File: config.mk
export PLATFORM = sky130hd
export DESIGN_NAME = ext_bus_arbiter
export DESIGN_NICKNAME = d
export VERILOG_FILES = /design/src/rtl/ext_bus_pkg.sv /design/src/rtl/ext_bus_grant.sv /design/src/rtl/ext_bus_arbiter.sv
export SDC_FILE = /design/constraint.sdc
export NUM_CORES = 1
export LEC_CHECK = 0
export CAP_MARGIN = 10
export CORE_UTILIZATION = 47
export CTS_BUF_LIST = sky130_fd_sc_hd__clkbuf_8
export CTS_CLUSTER_DIAMETER = 50
export DETAILED_ROUTE_END_ITERATION = 16
export PLACE_DENSITY = 0.94
export SYNTH_ARGS = -nofsm -noshare
export SYNTH_HDL_FRONTEND = slang
export SYNTH_HIERARCHICAL = 1
export SYNTH_SLANG_ARGS = --single-unit
File: constraint.sdc
create_clock -name clk_clk -period 4.8 [get_ports clk_clk]
set_clock_uncertainty 0.2 [all_clocks]
set_input_delay 0.72 -clock clk_clk [delete_from_list [all_inputs] [get_ports clk_clk]]
set_output_delay 0.72 -clock clk_clk [all_outputs]
set_load 0.05 [all_outputs]
File: src/rtl/ext_bus_pkg.sv
// Shared types and helpers for the external-bus arbiter.
//   state_e   : arbiter FSM states
//   ARB_RR    : round-robin arbitration mode
//   ARB_FIXED : fixed-priority arbitration mode (index 0 highest)
//   gid_width : width of a master index, never less than 1 bit
package ext_bus_pkg;

  typedef enum logic [1:0] {
    StIdle = 2'd0,
    StBusy = 2'd1,
    StDone = 2'd2
  } state_e;

  localparam int unsigned ARB_RR    = 0;
  localparam int unsigned ARB_FIXED = 1;

  function automatic int unsigned gid_width(input int unsigned n);
    return (n <= 2) ? 1 : $clog2(n);
  endfunction

endpackage

File: src/rtl/ext_bus_grant.sv
// Combinational grant logic for the external-bus arbiter.
//   req_i         : request vector (already masked by the caller)
//   rr_ptr_i      : round-robin start index (unused in fixed-priority mode)
//   grant_o       : one-hot grant, all zero when nothing is requested
//   grant_idx_o   : index of the granted master
//   grant_valid_o : at least one request present
module ext_bus_grant
  import ext_bus_pkg::*;
#(
  parameter int unsigned N_MASTERS = 2,
  parameter int unsigned ARB_MODE  = ARB_RR
) (
  input  logic [N_MASTERS-1:0]                req_i,
  input  logic [gid_width(N_MASTERS)-1:0]     rr_ptr_i,
  output logic [N_MASTERS-1:0]                grant_o,
  output logic [gid_width(N_MASTERS)-1:0]     grant_idx_o,
  output logic                                grant_valid_o
);

  localparam int unsigned GidW = gid_width(N_MASTERS);

  logic [N_MASTERS-1:0] hi_mask;
  logic [N_MASTERS-1:0] req_hi;
  logic [N_MASTERS-1:0] sel;

  // Round-robin search: prefer requesters at or above the pointer, otherwise wrap
  // around to the lowest requester. Fixed priority simply takes the lowest index.
  always_comb begin
    hi_mask = '0;
    for (int i = 0; i < int'(N_MASTERS); i++) begin
      hi_mask[i] = (GidW'(i) >= rr_ptr_i);
    end
    req_hi = req_i & hi_mask;

    if (ARB_MODE == ARB_FIXED) begin
      sel = req_i;
    end else begin
      sel = (|req_hi) ? req_hi : req_i;
    end
  end

  always_comb begin
    grant_idx_o   = '0;
    grant_o       = '0;
    grant_valid_o = |req_i;
    // Descending scan so the lowest set bit of sel is the last write.
    for (int i = int'(N_MASTERS) - 1; i >= 0; i--) begin
      if (sel[i]) begin
        grant_idx_o = GidW'(i);
      end
    end
    for (int i = 0; i < int'(N_MASTERS); i++) begin
      grant_o[i] = grant_valid_o && (grant_idx_o == GidW'(i));
    end
  end

endmodule

File: src/rtl/ext_bus_arbiter.sv
// N-master to 1-slave arbiter for the external-bus bridge protocol.
//   clk_clk / reset_reset_n          : clock, asynchronous active-low reset
//   m_bus_enable, m_rw, m_address,
//   m_byte_enable, m_write_data      : per-master request fields (flattened)
//   m_read_data                      : per-master registered read data
//   m_acknowledge                    : one-cycle completion pulse per master
//   m_irq                            : slave interrupt fanned out to every master
//   s_bus_enable, s_rw, s_address,
//   s_byte_enable, s_write_data      : registered request towards the slave
//   s_read_data, s_acknowledge, s_irq: slave response
//   err_clear / bus_error            : sticky timeout flag and its clear
//   grant_id                         : index of the current or last winner
module ext_bus_arbiter
  import ext_bus_pkg::*;
#(
  parameter int unsigned       N_MASTERS = 2,
  parameter int unsigned       ADDR_W    = 11,
  parameter int unsigned       DATA_W    = 16,
  parameter int unsigned       ARB_MODE  = ARB_RR,
  parameter int unsigned       TIMEOUT   = 255,
  parameter logic [DATA_W-1:0] ERR_DATA  = 16'hDEAD
) (
  input  logic                            clk_clk,
  input  logic                            reset_reset_n,
  input  logic [N_MASTERS-1:0]            m_bus_enable,
  input  logic [N_MASTERS-1:0]            m_rw,
  input  logic [N_MASTERS*ADDR_W-1:0]     m_address,
  input  logic [N_MASTERS*(DATA_W/8)-1:0] m_byte_enable,
  input  logic [N_MASTERS*DATA_W-1:0]     m_write_data,
  output logic [N_MASTERS*DATA_W-1:0]     m_read_data,
  output logic [N_MASTERS-1:0]            m_acknowledge,
  output logic [N_MASTERS-1:0]            m_irq,
  output logic                            s_bus_enable,
  output logic                            s_rw,
  output logic [ADDR_W-1:0]               s_address,
  output logic [DATA_W/8-1:0]             s_byte_enable,
  output logic [DATA_W-1:0]               s_write_data,
  input  logic [DATA_W-1:0]               s_read_data,
  input  logic                            s_acknowledge,
  input  logic                            s_irq,
  input  logic                            err_clear,
  output logic                            bus_error,
  output logic [gid_width(N_MASTERS)-1:0] grant_id
);

  localparam int unsigned BE_W = DATA_W / 8;
  localparam int unsigned GidW = gid_width(N_MASTERS);
  // Counter only needs to reach TIMEOUT-1.
  localparam int unsigned CntW = (TIMEOUT < 2) ? 1 : $clog2(TIMEOUT);

  state_e state_q, state_d;

  logic [GidW-1:0]            win_q;
  logic [GidW-1:0]            rr_ptr_q;
  logic [CntW-1:0]            cnt_q;
  logic                       mask_q;
  logic                       bus_error_q;
  logic                       s_rw_q;
  logic [ADDR_W-1:0]          s_address_q;
  logic [BE_W-1:0]            s_byte_enable_q;
  logic [DATA_W-1:0]          s_write_data_q;
  logic [N_MASTERS*DATA_W-1:0] rdata_q;

  logic [N_MASTERS-1:0] win_onehot;
  logic [N_MASTERS-1:0] req_masked;
  logic [N_MASTERS-1:0] gnt_onehot;
  logic [GidW-1:0]      gnt_idx;
  logic                 gnt_valid;
  logic                 timeout_hit;
  logic                 busy_end;
  logic                 start;

  logic                 sel_rw;
  logic [ADDR_W-1:0]    sel_address;
  logic [BE_W-1:0]      sel_byte_enable;
  logic [DATA_W-1:0]    sel_write_data;

  // ---------------------------------------------------------------------------
  // Request masking and grant
  // ---------------------------------------------------------------------------
  always_comb begin
    win_onehot = '0;
    for (int i = 0; i < int'(N_MASTERS); i++) begin
      win_onehot[i] = (win_q == GidW'(i));
    end
  end

  // The master that just completed may still show bus_enable in the cycle after
  // its ack; hide it for that one cycle so it cannot be re-served by accident.
  // Fixed priority deliberately skips this so the top master keeps the bus.
  always_comb begin
    req_masked = m_bus_enable;
    if (mask_q && (ARB_MODE == ARB_RR)) begin
      req_masked = m_bus_enable & ~win_onehot;
    end
  end

  ext_bus_grant #(
    .N_MASTERS(N_MASTERS),
    .ARB_MODE (ARB_MODE)
  ) u_grant (
    .req_i        (req_masked),
    .rr_ptr_i     (rr_ptr_q),
    .grant_o      (gnt_onehot),
    .grant_idx_o  (gnt_idx),
    .grant_valid_o(gnt_valid)
  );

  // One-hot AND-OR mux of the winner's request fields.
  always_comb begin
    sel_rw          = 1'b0;
    sel_address     = '0;
    sel_byte_enable = '0;
    sel_write_data  = '0;
    for (int i = 0; i < int'(N_MASTERS); i++) begin
      if (gnt_onehot[i]) begin
        sel_rw          |= m_rw[i];
        sel_address     |= m_address[i*ADDR_W +: ADDR_W];
        sel_byte_enable |= m_byte_enable[i*BE_W +: BE_W];
        sel_write_data  |= m_write_data[i*DATA_W +: DATA_W];
      end
    end
  end

  assign timeout_hit = (TIMEOUT != 0) && (cnt_q == CntW'(TIMEOUT - 1));
  assign start       = (state_q == StIdle) && gnt_valid;
  assign busy_end    = (state_q == StBusy) && (s_acknowledge || timeout_hit);

  // ---------------------------------------------------------------------------
  // FSM: state register / next state / outputs
  // ---------------------------------------------------------------------------
  always_ff @(posedge clk_clk or negedge reset_reset_n) begin
    if (!reset_reset_n) begin
      state_q <= StIdle;
    end else begin
      state_q <= state_d;
    end
  end

  always_comb begin
    state_d = state_q;
    unique case (state_q)
      StIdle:  if (gnt_valid) state_d = StBusy;
      StBusy:  if (s_acknowledge || timeout_hit) state_d = StDone;
      StDone:  state_d = StIdle;
      default: state_d = StIdle;
    endcase
  end

  always_comb begin
    s_bus_enable  = 1'b0;
    m_acknowledge = '0;
    unique case (state_q)
      StBusy:  s_bus_enable  = 1'b1;
      StDone:  m_acknowledge = win_onehot;
      default: ;
    endcase
  end

  // ---------------------------------------------------------------------------
  // Datapath registers
  // ---------------------------------------------------------------------------
  always_ff @(posedge clk_clk or negedge reset_reset_n) begin
    if (!reset_reset_n) begin
      win_q           <= '0;
      s_rw_q          <= 1'b0;
      s_address_q     <= '0;
      s_byte_enable_q <= '0;
      s_write_data_q  <= '0;
    end else if (start) begin
      win_q           <= gnt_idx;
      s_rw_q          <= sel_rw;
      s_address_q     <= sel_address;
      s_byte_enable_q <= sel_byte_enable;
      s_write_data_q  <= sel_write_data;
    end
  end

  always_ff @(posedge clk_clk or negedge reset_reset_n) begin
    if (!reset_reset_n) begin
      cnt_q <= '0;
    end else if (start) begin
      cnt_q <= '0;
    end else if (state_q == StBusy) begin
      cnt_q <= cnt_q + CntW'(1);
    end
  end

  always_ff @(posedge clk_clk or negedge reset_reset_n) begin
    if (!reset_reset_n) begin
      mask_q   <= 1'b0;
      rr_ptr_q <= '0;
    end else begin
      mask_q <= (state_q == StDone);
      if ((state_q == StDone) && (ARB_MODE == ARB_RR)) begin
        rr_ptr_q <= (win_q == GidW'(N_MASTERS - 1)) ? '0 : win_q + GidW'(1);
      end
    end
  end

  // Read data is captured on writes too; an ack in the terminal-count cycle
  // still delivers real data.
  always_ff @(posedge clk_clk or negedge reset_reset_n) begin
    if (!reset_reset_n) begin
      rdata_q <= '0;
    end else if (busy_end) begin
      for (int i = 0; i < int'(N_MASTERS); i++) begin
        if (win_onehot[i]) begin
          rdata_q[i*DATA_W +: DATA_W] <= s_acknowledge ? s_read_data : ERR_DATA;
        end
      end
    end
  end

  // Set has priority over clear.
  always_ff @(posedge clk_clk or negedge reset_reset_n) begin
    if (!reset_reset_n) begin
      bus_error_q <= 1'b0;
    end else if (busy_end && !s_acknowledge) begin
      bus_error_q <= 1'b1;
    end else if (err_clear) begin
      bus_error_q <= 1'b0;
    end
  end

  // ---------------------------------------------------------------------------
  // Outputs
  // ---------------------------------------------------------------------------
  assign s_rw          = s_rw_q;
  assign s_address     = s_address_q;
  assign s_byte_enable = s_byte_enable_q;
  assign s_write_data  = s_write_data_q;
  assign m_read_data   = rdata_q;
  assign bus_error     = bus_error_q;
  assign grant_id      = win_q;
  // Gated so every output reads zero while reset is held.
  assign m_irq         = reset_reset_n ? {N_MASTERS{s_irq}} : '0;

endmodule

== Word-level counts from Yosys, hierarchy flattened ==
Index checks and enable logic that the tools add are counted.
Word-level totals
  register bits after elaboration: 76
  output and inout bits: 69
  word-level logic and storage cells: 69
Cells by class
  add/subtract/negate cells: 2
  magnitude comparators: 2
  equality and inequality tests: 5
  muxes and demuxes: 24
  bitwise logic cells: 9
  reductions and logical operators: 15
Operators with widths (count)
  $mux W16: 3
  $mux W11: 2
  $mux W2: 8
  $mux W8: 2
  $or A16 B16 Y16: 1
  $or A11 B11 Y11: 1
  $add A8 B1 Y8 const B: 1
  $eq A8 B8 Y1 const B: 1
  $mux W1: 8
  $reduce_and A2 Y1: 3
  $logic_and A1 B1 Y1: 5
  $and A2 B2 Y2: 2
  $pmux W2 S2: 1
  $reduce_bool A2 Y1: 2
  $reduce_or A2 Y1: 2
  $eq A2 B1 Y1 const B: 1
  $eq A2 B2 Y1 const B: 1
  $ge A1 B1 Y1 const A: 2
  $logic_not A2 Y1: 1
  $ne A2 B1 Y1 const B: 1
  $ne A2 B2 Y1 const B: 1
  $not A1 Y1: 2
  $not A2 Y2: 1
  $or A2 B2 Y2: 1
  other kinds (4): 4

== Logic depth before layout (Yosys ltp) ==
  depth in word-level cells: 14
  gate-level depth with buffers: 9
  depth with buffers taken out: 6

== Hierarchy ==
The synthesis kept the hierarchy.
Modules (own cells, without submodules)
  ext_bus_arbiter: instances 1, cells an instance 350, area each 3454.6 um^2, seq. area each 1901.8 um^2
  ext_bus_grant: instances 1, cells an instance 5, area each 32.5 um^2, seq. area each 0.0 um^2

== Least setup slack after synthesis ==
Ideal clock, no wire load.
  path type: flip-flop to flip-flop
  from: reg win_q (netlist: grant_id)
  to: reg s_address_q[6] (netlist: s_address[6])
  setup time: 0.126 ns
  arrival: 2.252 ns
  data required time: 4.474 ns
  slack: 2.222 ns
  stages on the path, launching flop included: 10
  cell sequence: dfrtp_1 > buf_2 > inv_1 > a21boi_0 > or2_1 > or3b_1 > buf_2 > buf_2 > a221oi_1 > nor2_1
RTL lines
  start: declaration: RTL line ext_bus_arbiter.sv:53  | logic [GidW-1:0] win_q;
  start signal: assignment: RTL line ext_bus_arbiter.sv:171  | win_q <= gnt_idx;
  $not A1 Y1 (no source line) *
  $not A2 Y2 *: RTL line ext_bus_arbiter.sv:94  | req_masked = m_bus_enable & ~win_onehot;
  $and A2 B2 Y2 *: RTL line ext_bus_arbiter.sv:94
  $mux W2 *: RTL line ext_bus_arbiter.sv:93  | if (mask_q && (ARB_MODE == ARB_RR)) begin
  net req_masked[0]: RTL line ext_bus_arbiter.sv:65  | logic [N_MASTERS-1:0] req_masked;
  $reduce_or A2 Y1 *: RTL line ext_bus_grant.sv:45  | grant_valid_o = |req_i;
  net gnt_valid: RTL line ext_bus_arbiter.sv:68  | logic gnt_valid;
  $logic_and A1 B1 Y1: RTL line ext_bus_grant.sv:53  | grant_o[i] = grant_valid_o && (grant_idx_o == GidW'(i));
  $mux W11: RTL line ext_bus_arbiter.sv:116  | if (gnt_onehot[i]) begin
  $or A11 B11 Y11: RTL line ext_bus_arbiter.sv:118  | sel_address |= m_address[i*ADDR_W +: ADDR_W];
  $mux W11: RTL line ext_bus_arbiter.sv:116
  end signal: assignment: RTL line ext_bus_arbiter.sv:173  | s_address_q <= sel_address;
  end: declaration: RTL line ext_bus_arbiter.sv:59  | logic [ADDR_W-1:0] s_address_q;
Mark *: on every way through the listed nets, which the timed path passes. The rest lies on a longest branch.
A chain may end at the register's enable or synchronous reset.

== Worst setup path after layout ==
  from: in m_bus_enable[0]
  to: reg s_write_data_q[14] (netlist: s_write_data[14])
RTL lines
  start: declaration: RTL line ext_bus_arbiter.sv:25  | input logic [N_MASTERS-1:0] m_bus_enable,
  $and A2 B2 Y2: RTL line ext_bus_arbiter.sv:94
  $mux W2 *: RTL line ext_bus_arbiter.sv:93
  net req_masked[0]: RTL line ext_bus_arbiter.sv:65
  $reduce_or A2 Y1 *: RTL line ext_bus_grant.sv:45
  net gnt_valid: RTL line ext_bus_arbiter.sv:68
  $logic_and A1 B1 Y1: RTL line ext_bus_grant.sv:53
  $mux W16: RTL line ext_bus_arbiter.sv:116
  $or A16 B16 Y16: RTL line ext_bus_arbiter.sv:120  | sel_write_data |= m_write_data[i*DATA_W +: DATA_W];
  $mux W16: RTL line ext_bus_arbiter.sv:116
  end signal: assignment: RTL line ext_bus_arbiter.sv:175  | s_write_data_q <= sel_write_data;
  end: declaration: RTL line ext_bus_arbiter.sv:61  | logic [DATA_W-1:0] s_write_data_q;
Marked as above.

==> flow_summary_export.csv <==
group,metric,value,unit
clock_network,ctsHoldBuffers,0,
synth,syn_inst,355,
floorplanning,dieArea,7770,um2
clock_network,cts-resized-gates,0,
sta,period_minus_slack,3.27,ns
clock_network,postCtsSetupBuffers,0,
sta,max_slew.worst_pin.slew,1.28,ns
layout,fin_area,5250,um2
worst_setup_path,startpoint,"m_bus_enable[0]",
floorplanning,die-height,88.1,um
worst_setup_path,start_kind,"input port",
sta,slew_headroom,14.6,%
global_route,grt_overflow,0,
worst_setup_path,worstSetupPathType,"in -> reg",
placed_design,gp_congestion,0.808,
layout,final_cell_count_no_fill,599,
worst_setup_path,path_cells,"clkdlybuf4s50_1 -> a21boi_0 -> or2_1 -> or3b_1 -> a221oi_1 -> nor2_1",
placed_design,place_area,5030,um2
detailed_routing,avgViaCountPerCell,5.79,
synth,synth_seq_area_share,54.5,%
floorplanning,coreArea,7210,um2
detailed_routing,routed_wl,11.1,mm
worst_setup_path,crit_path_max_incr_delay,0.87,ns
min_path,hp-start,"cnt_q[7]",
status,status,"finished, final reports clean",
global_route,gr-usage-all-layers,27.9,%
layout,fin_nets,580,
synth,syn_area,3490,um2
sta,finalHoldViolCount,0,
detailed_routing,firstDrtPassIters,5,
worst_setup_path,cp-end-kind,"flip-flop",
power_and_ir_drop,max-vdd-ir-drop,363,uV
flow_run,drv_cap,0,
worst_setup_path,path_max_fanout,36,
detailed_routing,drt_iter0_drc,320,
global_route,grt_first_pass_wirelength,16.3,mm
synth,yosysUniqueCellTypes,43,
synth,ys_seq_elements,76,
sta,fmax,306,MHz
layout,multi_input_area,1420,um2
layout,sequential_cell_area,1900,um2
worst_setup_path,arrival,3.29,ns
placed_design,numPortBuffers,151,
sta,finalSetupTns,0,ns
clock_network,clock-sinks,76,
clock_network,cts_max_path_buffers,2,
sta,setup_viol,0,
global_route,antenna_found_initial,0,
sta,worst_hold_slack,0.290,ns
floorplanning,pin_count,152,
clock_network,worstSkewPairLatency,0.35,ns
synth,synth_fp_nets,440,
sta,timing.final.crit_share,68.0,%
layout,fin_util,72.7,%
global_route,grt_max_degree,77,
worst_setup_path,critPathSlowestCell,"or3b_1",
synth,ys_warn_count,6,
worst_setup_path,reg2reg_from,"grant_id",
synth,ys.flop_type,"dfrtp_1",
placed_design,dpl.hpwl,7.66,mm
clock_network,htreeDepth,3,
detailed_routing,drc,0,
power_and_ir_drop,p_per_area,747,nW/um2
global_route,grt_pass1_vias,3329,
detailed_routing,drtAntennaViolNets,0,
placed_design,post-place-cells,582,
worst_setup_path,crit_required,4.83,ns
clock_network,cts_tree,"built",
synth,syn_avg_cell_area,9.82,um2
detailed_routing,detail_route.wl_per_cell,18.6,um
floorplanning,num_rows,31,
layout,area_delta_synth_final,50.5,%
layout,layout-drive-gt1-share,6.20,%
clock_network,cts_buffers,9,
floorplanning,die_w,88.1,um
floorplanning,start_util,48.3,%
synth,synth_edf_count,0,
min_path,hold_path.class,"reg -> reg",
power_and_ir_drop,p_leak,0.00213,uW
sta,rsz0062_at_grt,"no",
detailed_routing,via_count,3468,
clock_network,cts_root_buf,"clkbuf_8",
clock_network,clk_pin_slew,0.08,ns
synth,async_flop_share,100,%
layout,antenna_cells,0,
layout,fillCellCount,495,
sta,drv_slew,0,
## Yosys cell counts, drive strengths merged (2+ instances only)
| cell type | number | area (um2) |
|---|---|---|
| nor2 | 84 | 315 |
| dfrtp | 76 | 1900 |
| a221oi | 30 | 263 |
| a21oi | 23 | 119 |
| o22ai | 22 | 138 |
| clkbuf | 15 | 56.3 |
| o21ai | 15 | 75.1 |
| buf | 14 | 91.3 |
| nand2b | 12 | 75.1 |
| a22oi | 10 | 75.1 |
| inv | 8 | 30.0 |
| nand2 | 7 | 26.3 |
| a21boi | 5 | 37.5 |
| o31ai | 3 | 22.5 |
| ha | 2 | 25.0 |
| nand3 | 2 | 15.0 |
| nand3b | 2 | 15.0 |
| nand4b | 2 | 17.5 |
| nor3 | 2 | 10.0 |
| nor3b | 2 | 20.0 |
| o211ai | 2 | 15.0 |
| or3 | 2 | 12.5 |
| or3b | 2 | 17.5 |
## cells in the final DEF, fill, tap and decap left out, drive strengths merged, types with 2 or more instances in the layout
master         count
nor3               2
or3b               2
nand2b            12
nand3              2
a21oi             23
a221oi            30
a22oi             10
clkdlybuf4s50    150
nand3b             2
o21ai             15
nor3b              2
or3                2
inv                8
clkbuf            11
o211ai             2
clkinv             3
nand2              7
a21boi             5
buf                8
dfrtp             76
nand4b             2
nor2              84
o31ai              3
ha                 2
o22ai             22
## worst paths after layout
kind                                         end  slack, ns  depth (start not counted)
worst max-delay path            s_write_data[14]       1.53                          6
worst min-delay path                    cnt_q[7]       0.29                          1
worst max register to register  s_write_data[14]       1.65                          6
worst min register to register          cnt_q[7]       0.29                          1
max in group asynchronous       s_write_data[11]       3.33                          2
min in group asynchronous           s_address[1]       0.44                          2
## sequential cells by signal (all words and copies together), names as in the netlist
signal,flops
rr_ptr_q,1
s_write_data,16
bus_error,1
s_byte_enable,2
s_address,11
s_rw,1
m_read_data,32
cnt_q,8
grant_id,1
mask_q,1
state_q,2
## cell families (layout without fill, tap and decap cells)
kind of cell / after synthesis / in the layout / share of synthesized area, %
buffers and inverters: 37 / 182 / 5.10
and+or+nand+nor: 123 / 123 / 16.6
muxes: 1 / 1 / 0.287
AOI/OAI and AO/OA: 116 / 116 / 22.7
adders and majority gates: 2 / 2 / 0.718
DFF: 76 / 76 / 54.5
## layer usage
layer	share of wire, %	up-vias	global-route usage (%)
li1	-	1563	-
met2	52	174	48.1
met1	39	1699	34.5
met4	3.1	0	12.8
met5	0	-	0
met3	5.3	32	4.43
## power breakdown
| part | switching (uW) | total (uW) | internal (uW) |
|---|---|---|---|
| Sequential | 222 | 1130 | 911 |
| Clock | 247 | 517 | 270 |
| Combinational | 1490 | 2270 | 783 |
## final cells by class
cell class | count | share of cell area (%)
Inverter | 8 | 0.572
Timing Repair Buffer | 158 | 29.7
Clock buffer | 11 | 2.89
Sequential cell | 76 | 36.2
Clock inverter | 5 | 1.14
Tap cell | 99 | 2.36
Multi-Input combinational cell | 242 | 27.1
## worst max-delay path: cells and delay by family
kind	cells	cell delay (ns)
buffers and inverters	1	0.46
AND/OR/NAND/NOR	3	1.16
AO/OA/AOI/OAI	2	0.94
## through the flow
step / worst slack, ns / total power (uW)
CTS: 1.61 / 3910
global placement: 1.40 / 3310
finish: 1.53 / 3920
detailed placement: 1.28 / 3400
floorplan: 2.22 / 2600
global route: 1.37 / 4100
No activity file was read; power rests on OpenSTA's default activity.
